==> src/rtl/mem_arbiter.sv <==
// mem_arbiter: round-robin arbiter sharing one single-port RAM between fetch and data ports
module mem_arbiter #(
  parameter int ADDR_W      = 32,
  parameter int RAM_LATENCY = 1
) (
  input  logic              CLK,
  input  logic              RESET,
  input  logic              i_req,
  input  logic [ADDR_W-1:0] i_addr,
  output logic [31:0]       i_rdata,
  output logic              i_ack,
  input  logic              d_req,
  input  logic [ADDR_W-1:0] d_addr,
  input  logic [3:0]        d_wmask,
  input  logic [31:0]       d_wdata,
  output logic [31:0]       d_rdata,
  output logic              d_ack,
  output logic [ADDR_W-1:0] mem_addr,
  output logic [31:0]       mem_wdata,
  output logic [3:0]        mem_wmask,
  output logic              mem_rstrb,
  input  logic [31:0]       mem_rdata
);
  typedef enum logic [1:0] {IDLE, ISSUE, WAIT, ACK} state_t;
  localparam logic [2:0] LAT_M1 = 3'(RAM_LATENCY - 1);
  state_t state;
  logic [2:0] cnt;
  logic last_d, sel_d, is_wr, gnt_i, gnt_d;
  logic [ADDR_W-1:0] addr_sel;
  // last_d resets high, so the first tie after reset goes to the fetch port
  assign gnt_d    = d_req & (~i_req | ~last_d);
  assign gnt_i    = i_req & ~gnt_d;
  assign addr_sel = gnt_d ? d_addr : i_addr;
  assign i_rdata  = i_ack ? mem_rdata : '0;
  assign d_rdata  = d_ack ? mem_rdata : '0;
  always_ff @(posedge CLK or negedge RESET)
    if (!RESET) begin
      state     <= IDLE;
      cnt       <= '0;
      last_d    <= 1'b1;
      sel_d     <= 1'b0;
      is_wr     <= 1'b0;
      mem_addr  <= '0;
      mem_wdata <= '0;
      mem_wmask <= '0;
      mem_rstrb <= 1'b0;
      i_ack     <= 1'b0;
      d_ack     <= 1'b0;
    end else begin
      mem_rstrb <= 1'b0;
      mem_wmask <= '0;
      i_ack     <= 1'b0;
      d_ack     <= 1'b0;
      case (state)
        IDLE:
          if (gnt_i | gnt_d) begin
            last_d    <= gnt_d;
            sel_d     <= gnt_d;
            is_wr     <= gnt_d & (|d_wmask);
            mem_addr  <= addr_sel & {{(ADDR_W-2){1'b1}}, 2'b00};
            mem_wdata <= gnt_d ? d_wdata : '0;
            mem_wmask <= gnt_d ? d_wmask : '0;
            mem_rstrb <= ~(gnt_d & (|d_wmask));
            state     <= ISSUE;
          end
        ISSUE:
          if (is_wr || RAM_LATENCY == 1) begin
            i_ack <= ~sel_d;
            d_ack <= sel_d;
            state <= ACK;
          end else begin
            cnt   <= LAT_M1;
            state <= WAIT;
          end
        WAIT:
          if (cnt == 3'd1) begin
            cnt   <= '0;
            i_ack <= ~sel_d;
            d_ack <= sel_d;
            state <= ACK;
          end else cnt <= cnt - 3'd1;
        ACK: state <= IDLE;
      endcase
    end
endmodule

==> config.mk <==
export PLATFORM = sky130hd
export DESIGN_NAME = mem_arbiter
export DESIGN_NICKNAME = d
export VERILOG_FILES = /design/src/rtl/mem_arbiter.sv
export SDC_FILE = /design/constraint.sdc
export NUM_CORES = 1
export LEC_CHECK = 0
export ABC_AREA = 1
export CAP_MARGIN = 10
export CORE_ASPECT_RATIO = 0.7
export CORE_MARGIN = 5
export CORE_UTILIZATION = 33
export CTS_CLUSTER_SIZE = 14
export DETAILED_ROUTE_END_ITERATION = 10
export PLACE_DENSITY = 0.81
export REMOVE_ABC_BUFFERS = 1
export SLEW_MARGIN = 20
export SYNTH_ARGS = -nofsm -noshare
export SYNTH_HDL_FRONTEND = slang
export SYNTH_SLANG_ARGS = --single-unit
==> constraint.sdc <==
create_clock -name CLK -period 1.4 [get_ports CLK]
set_input_delay 0.28 -clock CLK [delete_from_list [all_inputs] [get_ports CLK]]
set_output_delay 0.28 -clock CLK [all_outputs]
set_load 0.03 [all_outputs]
==> impl_table.tex, run 1 <==
\begin{tabular}{lr}
\hline
Metric & Value \\
\hline
\multicolumn{2}{l}{\textbf{Status}} \\
Run status & finished with violations \\
Failing checks & setup timing \\
\multicolumn{2}{l}{\textbf{Floorplanning}} \\
Core area & between 0.01 and 0.015 mm² \\
Initial core utilization & 0.342 \\
Die footprint & 0.0146 mm² \\
Boundary Pins & 271 \\
Chip width & 142 µm \\
Die extent in y & 103 µm \\
Placement Rows & 33 \\
\multicolumn{2}{l}{\textbf{Setup path}} \\
Worst path bufs/invs & 3 \\
Max FO, Critical Path & 16 \\
Start-to-end type of the worst setup path & reg2out \\
Number of cells on the worst reg-to-reg path & 9 \\
Arrival time of data at the critical path endpoint & 1.21 ns \\
Critical Path Stages & 4 \\
Crit path max-delay family & flip-flops \\
Endpoint kind of the worst setup timing path & primary output \\
Worst endpoint required time & between 1 and 1.5 ns \\
Startpoint types & flip-flop \\
Crit-path cells & clkbuf\_16, nand2\_1, inv\_1, buf\_6 \\
Register-to-register path setup slack & 0.03 ns \\
Slowest stage cell, crit path & dfrtp\_2 \\
Max incr delay on CP & 0.44 ns \\
\multicolumn{2}{l}{\textbf{Synthesis}} \\
Cell type contributing the most total cell area after synthesis & dfrtp\_1 \\
Post-synthesis sequential area ratio & 0.470 \\
Syn Inst Count & approximately 600 \\
Average cell area after synthesis & 6.74 µm² \\
Yosys top cell area share & 0.463 \\
Synthesis warning total & 0 \\
Mapped Area & 0.00405 mm² \\
FF+latch count, synth & 76 \\
Synth top area cells & dfrtp\_1 46\%, nand2\_1 25\%, inv\_1 13\% \\
Library cells used by synthesis & 16 \\
\multicolumn{2}{l}{\textbf{Timing}} \\
Worst setup margin & -0.0930 ns \\
Number of pins exceeding their max-slew limit in the final report & 0 \\
RSZ-0062 raised after global routing & true \\
Layout Skew & about 0.0073 ns \\
Clock period minus worst slack & 1.49 ns \\
Top achievable clock speed & 670 MHz \\
Setup TNS & -3.24 ns \\
Setup-violating endpoint count in the final report & 65 \\
Final worst-path cycle share & 1.07 \\
Final hold violations & 0 \\
\multicolumn{2}{l}{\textbf{Drt}} \\
DRC viols & 0 \\
Initial detailed-routing violation count & 202 \\
Antenna Nets Post-Route & 0 \\
Overall via count from detail\_route & about 4500 \\
Per-cell via count in the routed design & 4.34 \\
Post-detailed-route wirelength per cell & 15.4 µm \\
Total iterations of the first detailed-routing run & 5 \\
Routed Wire Length & 16.0 mm \\
\multicolumn{2}{l}{\textbf{Clock tree}} \\
CTS tree & yes \\
Clock transition at the registers of the reported paths & about 0.06 ns \\
Root cell of the clock tree & clkbuf\_16 \\
Worst-skew pair later-pin latency & 0.33 ns \\
Num CTS Buffers & 9 \\
H-tree depth & 3 \\
Clk buf depth & 2 \\
Clock tree sinks & 76 \\
\multicolumn{2}{l}{\textbf{Pwr}} \\
Pwr/cell area & 1960 mW/mm² \\
Worst IR Drop VDD & 1.13 mV \\
Leakage & 4.39 nW \\
\multicolumn{2}{l}{\textbf{Worst hold path}} \\
Instance count along the most critical hold path & 1 \\
Worst hold path class & reg2reg \\
\multicolumn{2}{l}{\textbf{Placement}} \\
Placement Cell Area & 0.00684 mm² \\
Sum of net half-perimeters after detailed placement & 11.8 mm \\
Final weighted congestion in routability-driven placement & slightly above 0.9 \\
Number of I/O port buffers & about 260 \\
\multicolumn{2}{l}{\textbf{Global routing}} \\
Largest net degree at the start of global routing & 77 \\
Number of antenna violations at the first check in global routing & 3 \\
Global-route wire length before repair & 23.2 mm \\
GR Overflow Total & 0 \\
Via count of the first global-routing pass & about 4400 \\
Global-route usage over all layers & 0.205 \\
\multicolumn{2}{l}{\textbf{Final layout}} \\
Number of nets in the layout & 1020 \\
Post-layout instance area & around 0.0075 mm² \\
Share of post-route cells with drive strength above 1 & 0.181 \\
Area growth from synthesis to layout & 85.7\% \\
Most frequent cells in the layout & 267 x nand2\_1, 129 x clkdlybuf4s50\_1, 120 x inv\_1 \\
Most common cell after layout, fill and taps aside & nand2\_1 \\
\multicolumn{2}{l}{\textbf{Flow run}} \\
Max-capacitance violation count & 0 \\
\hline
\end{tabular}
layer usage:
layer  routed length [µm]  up-vias  part of all wire  global-route usage
met4                  353        0             0.022              0.0767
met5                    0        -                 0                   0
met2                 8020      210              0.50               0.367
met3                 1630       21              0.10              0.0770
met1                 6010     2016              0.38               0.224
li1                     -     2276                 -                   -
report_power, final:
part	internal, mW	switching, mW
combinational	3.55	5.38
clock	1.24	0.893
sequential	3.15	0.573
path summary, 6_finish.rpt:
check                          from            to
setup / recovery              i_ack   i_rdata[14]
hold / removal                sel_d         i_ack
setup reg to reg           state[1]  mem_wdata[3]
hold reg to reg               sel_d         i_ack
max in group asynchronous     RESET        last_d
min in group asynchronous     RESET  mem_wdata[4]
cells by family after synthesis:
family                     synth area share
DFF                                   0.470
other                              0.000925
buffers and inverters                 0.161
adders and majority gates            0.0185
AOI/OAI and AO/OA                   0.00617
and+or+nand+nor                       0.344
Yosys cell counts:
cell type  count
nor2_1        11
inv_1        135
o21ai_0        3
ha_1           6
nand2_1      272
conb_1         1
buf_2         12
nand3b_1       1
inv_2          1
buf_4          5
dfstp_2        1
nand3_1       62
clkbuf_1      12
nor2_2         2
dfrtp_1       75
a21oi_1        2
flip-flops by register name (all words and copies together), names as in the netlist:
| signal | cells |
|---|---|
| mem_rstrb | 1 |
| mem_addr | 30 |
| i_ack | 1 |
| mem_wdata | 32 |
| cnt | 3 |
| mem_wmask | 4 |
| state | 2 |
| last_d | 1 |
| d_ack | 1 |
| sel_d | 1 |
stage by stage:
step / utilization / hold slack (ns) / setup WS (ns) / instances / power, mW
floorplan: - / -0.0156 / -1.16 / 573 / 8.18
global placement: 0.577 / 0.334 / -0.230 / 1013 / 12.0
detailed placement: 0.577 / 0.335 / -0.251 / 1013 / 12.2
CTS: 0.617 / 0.433 / -0.0709 / 1030 / 14.2
global route: 0.635 / 0.450 / -0.137 / 1042 / 15.7
finish: 0.635 / 0.433 / -0.0930 / 1042 / 14.8
area by class of cell:
| type | count | area (µm²) |
|---|---|---|
| Sequential cell | 76 | 1910 |
| Inverter | 136 | 520 |
| Clock buffer | 11 | 243 |
| Timing Repair Buffer | 294 | 3090 |
| Clock inverter | 4 | 26.3 |
| Antenna cell | 3 | 7.51 |
| Multi-Input combinational cell | 361 | 1530 |
| Tap cell | 157 | 196 |
| Fill cell | 987 | 4320 |
worst reg2reg max path, stage by stage, from the launching register on:
cell       delay [ns]
dfrtp_1          0.39
inv_2            0.08
ha_4             0.15
inv_4            0.05
nor2_4           0.11
buf_12           0.12
inv_8            0.06
clkbuf_16        0.18
nand2_1          0.06
nand2_1          0.06
what timing repair did:
action / 4_1_cts / 5_1_grt
buffers inserted: 1 / 3
hold buffers: 1 / 0
gates resized for setup: 156 / 86
pin swaps: 0 / 3
setup endpoints to repair: 167 / 170
gates cloned: 0 / 6
hold endpoints to repair: 75 / 0
No activity file was read; power rests on OpenSTA's default activity.
==> run 2, diff against run 1 <==
--- a/config.mk
+++ b/config.mk
@@ -5,11 +5,11 @@
 export SDC_FILE = /design/constraint.sdc
 export NUM_CORES = 1
 export LEC_CHECK = 0
-export ABC_AREA = 1
 export CAP_MARGIN = 10
 export CORE_ASPECT_RATIO = 0.7
 export CORE_MARGIN = 5
-export CORE_UTILIZATION = 33
+export CORE_UTILIZATION = 31
+export CTS_CLUSTER_DIAMETER = 100
 export CTS_CLUSTER_SIZE = 14
 export DETAILED_ROUTE_END_ITERATION = 10
 export PLACE_DENSITY = 0.81
==> impl_table.tex, run 2 <==
\begin{tabular}{lr}
\hline
Metric & Value \\
\hline
\multicolumn{2}{l}{\textbf{Flow run}} \\
Max-capacitance violation count & 0 (unchanged) \\
\multicolumn{2}{l}{\textbf{Setup path}} \\
Startpoint types & flip-flop \\
Crit-path cells & clkbuf\_16, and2\_4, buf\_6 \\
Crit path max-delay family & flip-flops \\
Arrival time of data at the critical path endpoint & 1.32 ns (+0.11 ns) \\
Max incr delay on CP & 0.53 ns (+0.09 ns) \\
Slowest stage cell, crit path & dfrtp\_4 \\
Max FO, Critical Path & 8 (-8) \\
Worst endpoint required time & 1.12 ns (about the same) \\
Endpoint kind of the worst setup timing path & primary output \\
Register-to-register path setup slack & 0.01 ns (-0.02 ns) \\
Worst path bufs/invs & 2 (-1) \\
Start-to-end type of the worst setup path & reg2out \\
\multicolumn{2}{l}{\textbf{Drt}} \\
Post-detailed-route wirelength per cell & 19.1 µm (+24\%) \\
Initial detailed-routing violation count & 118 (-42\%) \\
Routed Wire Length & 15.3 mm (-4.2\%) \\
Per-cell via count in the routed design & 4.85 (+12\%) \\
Antenna Nets Post-Route & 0 (unchanged) \\
DRC viols & 0 (unchanged) \\
Overall via count from detail\_route & 3902 (-14\%) \\
Total iterations of the first detailed-routing run & 4 (-1) \\
\multicolumn{2}{l}{\textbf{Pwr}} \\
Switching power as a share of total power & 0.431 (-0.0317) \\
Proportion of power drawn by combinational gates & 0.602 (-0.002) \\
Pwr/cell area & 2170 mW/mm² (+11\%) \\
Post-layout power & 16.1 mW (+9.0\%) \\
Cell-internal power & 9.16 mW (+15\%) \\
Part of the total power dissipated in sequential elements & 0.242 (-0.010) \\
Leakage & 3.46 nW (-21\%) \\
Psw & 6.95 mW (+1.6\%) \\
Worst IR Drop VDD & 1.31 mV (+16\%) \\
Fraction of power consumed by the clock network & 0.156 (+0.012) \\
\multicolumn{2}{l}{\textbf{Placement}} \\
Placement Setup Slack & -0.403 ns (-0.151 ns) \\
Sum of net half-perimeters after detailed placement & 10.2 mm (-14\%) \\
Number of placed instances with taps included & 767 (-24\%) \\
Final weighted congestion in routability-driven placement & 0.828 (-9.2\%) \\
Number of I/O port buffers & 264 (unchanged) \\
\multicolumn{2}{l}{\textbf{Synthesis}} \\
Dominant combinational cell family by area after synthesis & simple AND/OR/NAND/NOR gates \\
Synthesis warning total & 0 (unchanged) \\
Synth top area cells & dfrtp\_1 53\%, and2\_1 11\%, a21oi\_1 8.6\% \\
Library cells used by synthesis & 29 (+13) \\
Number of enable flip-flop cells after synthesis & 0 (unchanged) \\
Syn Inst Count & 360 (-40\%) \\
Fraction of registers with async set/reset & 1.00 (unchanged) \\
Yosys top cell area share & 0.528 (+0.0645) \\
Area fraction in and, or, nand and nor cells after synthesis & 0.198 (-0.146) \\
Post-synthesis sequential area ratio & 0.535 (+0.0654) \\
Synthesized-area fraction occupied by ao, oa, aoi and oai cells & 0.186 (+0.180) \\
Mapped Area & 0.00356 mm² (-12\%) \\
Average cell area after synthesis & 9.88 µm² (+47\%) \\
Cell types with the highest counts after synthesis & 75 x dfrtp\_1, 65 x and2\_1, 61 x a21oi\_1 \\
Area share of fa/ha/maj cells after synthesis & 0.0211 (+0.00258) \\
Mux cell area share after synthesis & 0.0116 (+0.0116) \\
FF+latch count, synth & 76 (unchanged) \\
Most frequent cell after synthesis & dfrtp\_1 \\
XOR/XNOR share of the synthesized area & 0 (unchanged) \\
Primary FF master, synth & dfrtp\_1 \\
Cell type contributing the most total cell area after synthesis & dfrtp\_1 \\
\multicolumn{2}{l}{\textbf{Floorplanning}} \\
Initial core utilization & 0.320 (-0.0224) \\
Core area & 0.0111 mm² (-6.1\%) \\
Die extent in y & 99.6 µm (-3.0\%) \\
Placement Rows & 32 (-3.0\%) \\
Chip width & 138 µm (-3.1\%) \\
Boundary Pins & 271 (unchanged) \\
Die footprint & 0.0138 mm² (-6.0\%) \\
\multicolumn{2}{l}{\textbf{Clock tree}} \\
H-tree depth & 3 (unchanged) \\
Root cell of the clock tree & clkbuf\_16 \\
Num CTS Buffers & 9 (unchanged) \\
Worst-skew pair later-pin latency & 0.32 ns (about the same) \\
Clk buf depth & 2 (unchanged) \\
CTS tree & yes \\
Clock transition at the registers of the reported paths & 0.06 ns (about the same) \\
Clock tree sinks & 76 (unchanged) \\
\multicolumn{2}{l}{\textbf{Final layout}} \\
Final std cells w/o fill & 804 (-23\%) \\
Area growth from synthesis to layout & 108\% \\
Share of post-route cells with drive strength above 1 & 0.379 (+0.198) \\
Most common cell after layout, fill and taps aside & clkdlybuf4s50\_1 \\
Fillers & 811 (-18\%) \\
Number of nets in the layout & 788 (-23\%) \\
Max FFs per register & 32 (unchanged) \\
Number of inserted diodes & 0 (-3) \\
Most frequent cells in the layout & 128 x clkdlybuf4s50\_1, 73 x buf\_6, 73 x dfrtp\_1 \\
Leading registers by flop count & mem\_wdata: 32 flops, mem\_addr: 30 flops, mem\_wmask: 4 flops \\
Core occupancy in the finished layout & 0.666 (+0.0308) \\
Multi-input gate area in the final layout & 0.00183 mm² (+19\%) \\
Area used by sequential logic in the layout & 0.00191 mm² (+0.26\%) \\
Register bank with the most flops & mem\_wdata \\
\multicolumn{2}{l}{\textbf{Global routing}} \\
Largest net degree at the start of global routing & 41 (-47\%) \\
GR Overflow Total & 0 (unchanged) \\
Global-route usage over all layers & 0.201 (-0.00432) \\
Number of antenna violations at the first check in global routing & 0 (-3) \\
Global-route wire length before repair & 22.1 mm (-4.5\%) \\
Via count of the first global-routing pass & 4070 (-8.3\%) \\
\multicolumn{2}{l}{\textbf{Worst hold path}} \\
Worst hold path class & in2async \\
\multicolumn{2}{l}{\textbf{Timing}} \\
Worst setup margin & -0.203 ns (-0.110 ns) \\
Layout Skew & 0.00881 ns (+0.00150 ns) \\
Setup-violating endpoint count in the final report & 66 (+1.5\%) \\
Final worst-path cycle share & 1.14 (+0.0786) \\
Setup TNS & -10.69 ns (-7.45 ns) \\
Number of pins exceeding their max-slew limit in the final report & 0 (unchanged) \\
RSZ-0062 raised after global routing & true \\
Top achievable clock speed & 624 MHz (-6.9\%) \\
Final hold violations & 0 (unchanged) \\
Clock period minus worst slack & 1.60 ns (+0.110 ns) \\
\multicolumn{2}{l}{\textbf{Status}} \\
Failing checks & setup timing \\
Run status & finished with violations \\
\hline
\end{tabular}
run 2: cell count changes after synthesis, sizes merged, moves of 32 or more:
| cell | before | now |
|---|---|---|
| a21oi | 2 | 61 |
| a22o | 0 | 32 |
| and2 | 0 | 65 |
| inv | 136 | 5 |
| nand2 | 272 | 32 |
| nand3 | 62 | 0 |
run 2: final timing paths:
| path | endpoint | start | cells after the start |
|---|---|---|---|
| setup / recovery | i_rdata[26] | i_ack | 3 |
| setup reg to reg | state[1] | state[1] | 4 |
| min in group CLK | i_ack | sel_d | 1 |
| max in group asynchronous | last_d | RESET | 3 |
| hold reg to reg | i_ack | sel_d | 1 |
| hold / removal | mem_wdata[30] | RESET | 2 |
run 2: layout make-up:
type                       instances  share of cell area
clock buffer                      10              0.0309
inverter                           5             0.00253
tap                              153              0.0258
sequential                        76               0.258
multi-input combinational        252               0.247
timing repair buffer             302               0.423
clock inverter                     6              0.0128
run 2: power by group through the flow:
stage / sequential, mW / clock, mW / combinational [mW]
after floorplan: 5.60 / 0 / 2.77
after CTS: 3.85 / 2.56 / 8.81
final: 3.90 / 2.51 / 9.70
after global placement: 3.94 / 0 / 8.16
after detailed placement: 3.96 / 0 / 8.36
after global routing: 4.04 / 2.68 / 10.2
run 2: repair_timing:
action / in CTS / in global routing
hold endpoints to repair: 13 / 0
gates resized for setup: 203 / 123
gates cloned: 2 / 6
setup endpoints to repair: 196 / 181
hold buffers: 1 / 0
setup buffers: 6 / 6
pin swaps: 17 / 12
run 2: per-layer routing:
layer,routed length [µm],GRT usage,vias up
met5,0,0,-
li1,-,-,1785
met4,326,0.0577,0
met1,6200,0.227,1904
met3,1150,0.0702,26
met2,7670,0.362,187
run 2: kinds of logic after synthesis:
group | Yosys count
muxes | 4
and+or+nand+nor | 138
buffers and inverters | 33
other | 1
AOI/OAI and AO/OA | 102
adders and majority gates | 6
DFF | 76
run 2: per-stage QoR:
stage                     hold WS, ns  area, µm²
after floorplan               -0.0156       3410
after global placement          0.168       6310
after detailed placement        0.167       6310
after CTS                       0.353       7050
after global routing            0.372       7410
final                           0.355       7410
